File: src/rtl/lbm_streamer.sv
`default_nettype none
// +------------------------------------------------------------------------+
// | Module      : lbm_streamer                                             |
// | Description : Streams one cell's nine post-collision populations into  |
// |               the neighbour cells of a periodic lattice store.         |
// | Revision    : 1.0 - initial release                                    |
// +------------------------------------------------------------------------+
module lbm_streamer #(
  parameter int GRID_W = 16,
  parameter int GRID_H = 16,
  parameter int ADDR_W = 8
) (
  input  logic              clk,
  input  logic              rst_n,
  input  logic              in_valid,
  output logic              in_ready,
  input  logic [15:0]       f_new_null,
  input  logic [15:0]       f_new_n,
  input  logic [15:0]       f_new_ne,
  input  logic [15:0]       f_new_e,
  input  logic [15:0]       f_new_se,
  input  logic [15:0]       f_new_s,
  input  logic [15:0]       f_new_sw,
  input  logic [15:0]       f_new_w,
  input  logic [15:0]       f_new_nw,
  output logic              wr_en,
  input  logic              mem_ready,
  output logic [3:0]        wr_dir,
  output logic [ADDR_W-1:0] wr_addr,
  output logic [15:0]       wr_data,
  output logic              frame_done,
  output logic              busy
);

  localparam int XW = (GRID_W > 1) ? $clog2(GRID_W) : 1;
  localparam int YW = (GRID_H > 1) ? $clog2(GRID_H) : 1;

  localparam logic [XW-1:0] c_X_LAST   = XW'(GRID_W - 1);
  localparam logic [YW-1:0] c_Y_LAST   = YW'(GRID_H - 1);
  localparam logic [3:0]    c_DIR_LAST = 4'd8;

  typedef enum logic [0:0] {
    S_IDLE  = 1'b0,
    S_WRITE = 1'b1
  } state_t;

  state_t          r_state;
  logic [XW-1:0]   r_cx;
  logic [YW-1:0]   r_cy;
  logic [3:0]      r_dir;
  logic [15:0]     r_f [0:8];

  logic [XW-1:0]     w_xp;
  logic [XW-1:0]     w_xm;
  logic [YW-1:0]     w_yp;
  logic [YW-1:0]     w_ym;
  logic [XW-1:0]     w_nx;
  logic [YW-1:0]     w_ny;
  logic [3:0]        w_dir_nxt;
  logic [ADDR_W-1:0] w_addr_nxt;

  // Periodic neighbour coordinates by compare/select, no modulo hardware.
  always_comb begin
    w_xp = (r_cx == c_X_LAST) ? '0 : r_cx + 1'b1;
    w_xm = (r_cx == '0) ? c_X_LAST : r_cx - 1'b1;
    w_yp = (r_cy == c_Y_LAST) ? '0 : r_cy + 1'b1;
    w_ym = (r_cy == '0) ? c_Y_LAST : r_cy - 1'b1;
  end

  // Address of the direction that will be presented after the next edge.
  always_comb begin
    w_dir_nxt = (r_state == S_WRITE) ? r_dir + 4'd1 : 4'd0;
    w_nx      = r_cx;
    w_ny      = r_cy;
    case (w_dir_nxt)
      4'd1: w_ny = w_yp;
      4'd2: begin w_nx = w_xp; w_ny = w_yp; end
      4'd3: w_nx = w_xp;
      4'd4: begin w_nx = w_xp; w_ny = w_ym; end
      4'd5: w_ny = w_ym;
      4'd6: begin w_nx = w_xm; w_ny = w_ym; end
      4'd7: w_nx = w_xm;
      4'd8: begin w_nx = w_xm; w_ny = w_yp; end
      default: ;
    endcase
    w_addr_nxt = ADDR_W'(w_ny) * ADDR_W'(GRID_W) + ADDR_W'(w_nx);
  end

  always_ff @(posedge clk) begin
    if (!rst_n) begin
      r_state    <= S_IDLE;
      r_cx       <= '0;
      r_cy       <= '0;
      r_dir      <= 4'd0;
      in_ready   <= 1'b0;
      wr_en      <= 1'b0;
      wr_dir     <= 4'd0;
      wr_addr    <= '0;
      wr_data    <= 16'd0;
      frame_done <= 1'b0;
      busy       <= 1'b0;
    end else begin
      frame_done <= 1'b0;
      case (r_state)
        S_IDLE: begin
          if (in_valid && in_ready) begin
            r_f[0]   <= f_new_null;
            r_f[1]   <= f_new_n;
            r_f[2]   <= f_new_ne;
            r_f[3]   <= f_new_e;
            r_f[4]   <= f_new_se;
            r_f[5]   <= f_new_s;
            r_f[6]   <= f_new_sw;
            r_f[7]   <= f_new_w;
            r_f[8]   <= f_new_nw;
            r_dir    <= 4'd0;
            wr_dir   <= 4'd0;
            wr_addr  <= w_addr_nxt;
            wr_data  <= f_new_null;
            wr_en    <= 1'b1;
            busy     <= 1'b1;
            in_ready <= 1'b0;
            r_state  <= S_WRITE;
          end else begin
            in_ready <= 1'b1;
          end
        end
        S_WRITE: begin
          if (mem_ready) begin
            if (r_dir != c_DIR_LAST) begin
              r_dir   <= w_dir_nxt;
              wr_dir  <= w_dir_nxt;
              wr_addr <= w_addr_nxt;
              wr_data <= r_f[w_dir_nxt];
            end else begin
              wr_en      <= 1'b0;
              busy       <= 1'b0;
              in_ready   <= 1'b1;
              r_state    <= S_IDLE;
              frame_done <= (r_cx == c_X_LAST) && (r_cy == c_Y_LAST);
              r_cx       <= w_xp;
              if (r_cx == c_X_LAST) begin
                r_cy <= w_yp;
              end
            end
          end
        end
        default: r_state <= S_IDLE;
      endcase
    end
  end

endmodule
`default_nettype wire

File: config.mk
export PLATFORM = sky130hd
export DESIGN_NAME = lbm_streamer
export DESIGN_NICKNAME = d
export VERILOG_FILES = /design/src/rtl/lbm_streamer.sv
export SDC_FILE = /design/constraint.sdc
export NUM_CORES = 1
export LEC_CHECK = 0
export ABC_AREA = 1
export CORE_MARGIN = 2
export CORE_UTILIZATION = 54
export CTS_CLUSTER_DIAMETER = 150
export DETAILED_ROUTE_END_ITERATION = 8
export GPL_TIMING_DRIVEN = 0
export HOLD_SLACK_MARGIN = 0.08
export PLACE_DENSITY_LB_ADDON = 0.2
export SYNTH_ARGS = -nofsm -noshare
export SYNTH_HDL_FRONTEND = slang
export SYNTH_SLANG_ARGS = --single-unit
File: constraint.sdc
create_clock -name clk -period 17.25 [get_ports clk]
set_input_delay 1.725 -clock clk [delete_from_list [all_inputs] [get_ports clk]]
set_output_delay 1.725 -clock clk [all_outputs]
set_load 0.02 [all_outputs]
; ---- Word level (Yosys, flattened, before mapping)
; Memories as Yosys holds them, arrays and structs flattened.
; Index checks and enable logic that the tools add are counted.
[word_totals]
register_bits = 40
ram_bits = 144
inputBits = 148
out_inout_bits = 32
elab_cells = 83
n_memories = 1
[mem_list]
columns = memory, depth, word_bits, read_ports, rd_ports_with_merged_regs, wr, line_no
row1 = r_f, 9, 16, 1, 0, 9, 51  ; logic [15:0] r_f [0:8];
[classes]
add_sub_neg = 6
eq_ne = 15
n_mux = 34
bitwise_logic = 4
n_reduce_logical = 14
[op_table]
columns = cell, count
row1 = 16-bit 2-to-1 mux, 3
row2 = 4-bit 2-to-1 mux, 8
row3 = 16-bit one-hot mux with 2 select lines, 1
row4 = 8-bit 2-to-1 mux, 3
row5 = 4-bit one-hot mux with 2 select lines, 3
row6 = "4-bit by 3-bit == test with 1-bit output, second input constant", 4
row7 = 8-bit one-hot mux with 2 select lines, 1
row8 = "4-bit by 1-bit adder with 4-bit output, second input constant", 3
row9 = "4-bit == test, second input constant", 3
row10 = 1-bit 2-to-1 mux, 12
row11 = 3-bit OR reduction, 4
row12 = 3-bit AND reduction, 3
row13 = 8-bit by 4-bit adder with 8-bit output, 1
row14 = "4-bit by 2-bit == test with 1-bit output, second input constant", 2
row15 = 4-bit logical NOT, 2
row16 = "4-bit by 1-bit subtractor with 4-bit output, second input constant", 2
row17 = "2-bit != test, second input constant", 3
row18 = 1-bit one-hot mux with 2 select lines, 3
row19 = "4-bit by 1-bit == test with 1-bit output, second input constant", 1
row20 = "4-bit != test, second input constant", 1
row21 = 1-bit NOT, 4
row22 = 4-bit AND reduction, 1
row23 = 4-bit OR reduction, 1
row24 = 1-bit logical AND, 2
row25 = other kinds (2), 2

; ---- Logic depth before layout (Yosys ltp)
[logic_depth]
word_depth = 9
ltp_mapped = 17
depth_no_buf = 15

; ---- Worst setup path before layout
; OpenSTA, ideal clock, no wires.
[synth_path]
kind = input to register
start = in rst_n
end = mem r_f[0][0] (enable)
setup_time_ns = 0.651
t_arrival_ns = 8.116
t_required_ns = 16.599
setup_slack_ns = 8.482
cell_stages = 3
path_buffers = 1
path_cell_list = clkbuf_1 > inv_1 > nor2_1
[synth_lines]
columns = item, line_no
row1 = "start, declared", 14  ; input logic rst_n,
row2 = "end, declared", 51

==> flow_summary.ini <==
[clock_network]
hold_buffers = 0
path_clk_slew_ns = 0.07
postCtsSetupBuffers = 0
h-tree-depth = 4
clockBufferDepth = 2
clkSinkCount = 184
cts_tree = built
cts_resized = 0
cts_root_buffer = clkbuf_16
cts_buffers = 17
clk_latency_ns = 0.44

[timing]
slew_viol_final = 0
fin_skew_ns = 0.0106
finalCritPeriodShare = 0.207
hold_viol_final = 0
finalCriticalPeriod_ns = 3.56
setup_tns_ns = 0
slew_headroom = 0.509
max_freq_mhz = 281
setup_violations = 0
worstMarginPinSlew_ns = 0.737
rsz0062_at_grt = false

[power]
p_leak_nw = 3.88
power_mw = 1.08
powerDensity_nw_per_um2 = 104
ir_drop_uv = 89.4

[worst_setup_path]
path_class = in2reg
critPathMaxFanout = 27
startpoint_type = primary input
cp.arrival_ns = 3.71
worstPathRequired_ns = 17.40
endpoint_kind = register

[synthesis]
synth-seq-cells = 184
synth_top_area_cell = edfxtp_1
syn_area_um2 = 7660
syn_area_per_cell_um2 = 10.3
synth_top_area_frac = 0.565
syn_nets = 896
postSynthCellCount = 742
yosys_warnings = 0
ys_seq_area_frac = 0.669
synth_area_leaders = edfxtp_1 (56%), dfxtp_1 (10%), nand2_1 (8.2%), nor2_1 (6.0%), nand3_1 (4.9%)
synth_cell_type_count = 27

[route]
ant_nets = 0
wl_per_cell_um = 18.0
drt-pass1-iter-count = 5
postRouteWirelength_mm = 20.5
drt-initial-drc-count = 700
vias = 6222
via_per_inst = 5.47
drc = 0

[run]
drv_cap = 0

[hold_path]
hold_path_class = reg2reg

[floorplan]
io_pins = 180
die_h_um = 123
coreArea_um2 = 13900
die_w_um = 123
start_util = 0.552
rows = 43
dieArea_um2 = 15200

[final_layout]
drive_above_1_share = 0.0742
antennaDiodeCount = 0
layout.cells.non_filler = 1137
syn2layout_area_growth_pct = 35.8
fin_nets = 1098
final_cell_area_um2 = 10400

[run_status]
status = finished, final reports clean

[place]
globalplace.congestion = 0.947
port_buffers = 178
dp_hpwl_mm = 14.6
place_area_um2 = 9800
place_inst = 1105

[grt]
grt-ovfl-total = 0
grt_pass1_vias = 5893
grt_pass1_wl_mm = 31.1
grt_max_degree = 36
antenna_found_initial = 0
grtUsageTotal = 0.282
## power breakdown
part | switching (mW) | leakage, nW | total [mW] | internal (mW)
Sequential | 0.0101 | 1.64 | 0.510 | 0.500
Combinational | 0.0933 | 1.94 | 0.168 | 0.0743
Clock | 0.169 | 0.293 | 0.399 | 0.230
Total | 0.273 | 3.88 | 1.08 | 0.804
## path summary, 6_finish.rpt
check | startpoint | depth (start not counted) | slack (ns) | to
worst max-delay path | in_valid | 6 | 13.69 | r_f[3][9]
worst min-delay path | wr_data[10] | 2 | 0.47 | wr_data[10]
worst max register to register | r_dir[0] | 13 | 13.98 | wr_data[7]
worst min register to register | wr_data[10] | 2 | 0.47 | wr_data[10]
## flip-flops by register name, summed over array words and instances (netlist names)
signal,flops
wr_addr,8
wr_data,16
in_ready,1
r_dir,4
r_cy,4
r_cx,4
frame_done,1
r_f,144
r_state,1
busy,1
## metal layers
| metal | part of all wire | wire (µm) | track usage |
|---|---|---|---|
| met2 | 0.51 | 10400 | 0.483 |
| met4 | 0.025 | 503 | 0.102 |
| met5 | 0 | 0 | 0 |
| met3 | 0.074 | 1530 | 0.0669 |
| met1 | 0.39 | 8040 | 0.349 |
## cell families after synthesis
kind of cell	count (synthesis)	synth area share
and+or+nand+nor	381	0.209
DFF	184	0.669
AOI/OAI and AO/OA	102	0.0691
buffers and inverters	65	0.0386
adders and majority gates	6	0.00980
xor gates and xnor gates	4	0.00457
## final cells by class
type                       instances  area [µm²]
sequential                       184        5120
fill                             985        3480
multi-input combinational        493        2250
timing repair buffer             183        1900
clock buffer                      19         433
tap                              180         225
buffer                            33         175
clock inverter                    13         169
inverter                          32         120
## cell usage in the layout (no fill, tap or decap), drive strengths merged, types with 6 or more instances in the layout
cell type	n
edfxtp	144
dfxtp	40
nand4	6
buf	27
nand3	75
nand2	170
clkbuf	30
a21oi	44
ha	6
o21ai	51
nor2	129
inv	36
clkdlybuf4s50	178
## synth_stat cells, drive strengths merged
| cell type | instances |
|---|---|
| a211oi | 3 |
| a21boi | 1 |
| a21oi | 44 |
| a31o | 1 |
| buf | 22 |
| clkbuf | 11 |
| dfxtp | 40 |
| edfxtp | 144 |
| ha | 6 |
| inv | 32 |
| nand2 | 170 |
| nand3 | 75 |
| nand4 | 6 |
| nor2 | 129 |
| nor3 | 1 |
| o21a | 2 |
| o21ai | 51 |
| xor2 | 4 |
## worst max-delay path, cell delays in order
cell and delay [ns]:
clkdlybuf4s50_1 0.52, nand3_1 0.20, nor2_4 0.59, buf_16 0.26, buf_12 0.21, buf_16 0.19
## stage by stage
stage	worst slack (ns)	utilization	hold slack [ns]
floorplan	8.48	-	0.480
global placement	5.84	0.696	0.453
detailed placement	13.24	0.706	0.458
CTS	13.68	0.749	0.471
global route	13.57	0.749	0.482
finish	13.69	0.749	0.470
Power figures use the tool's default switching activity.
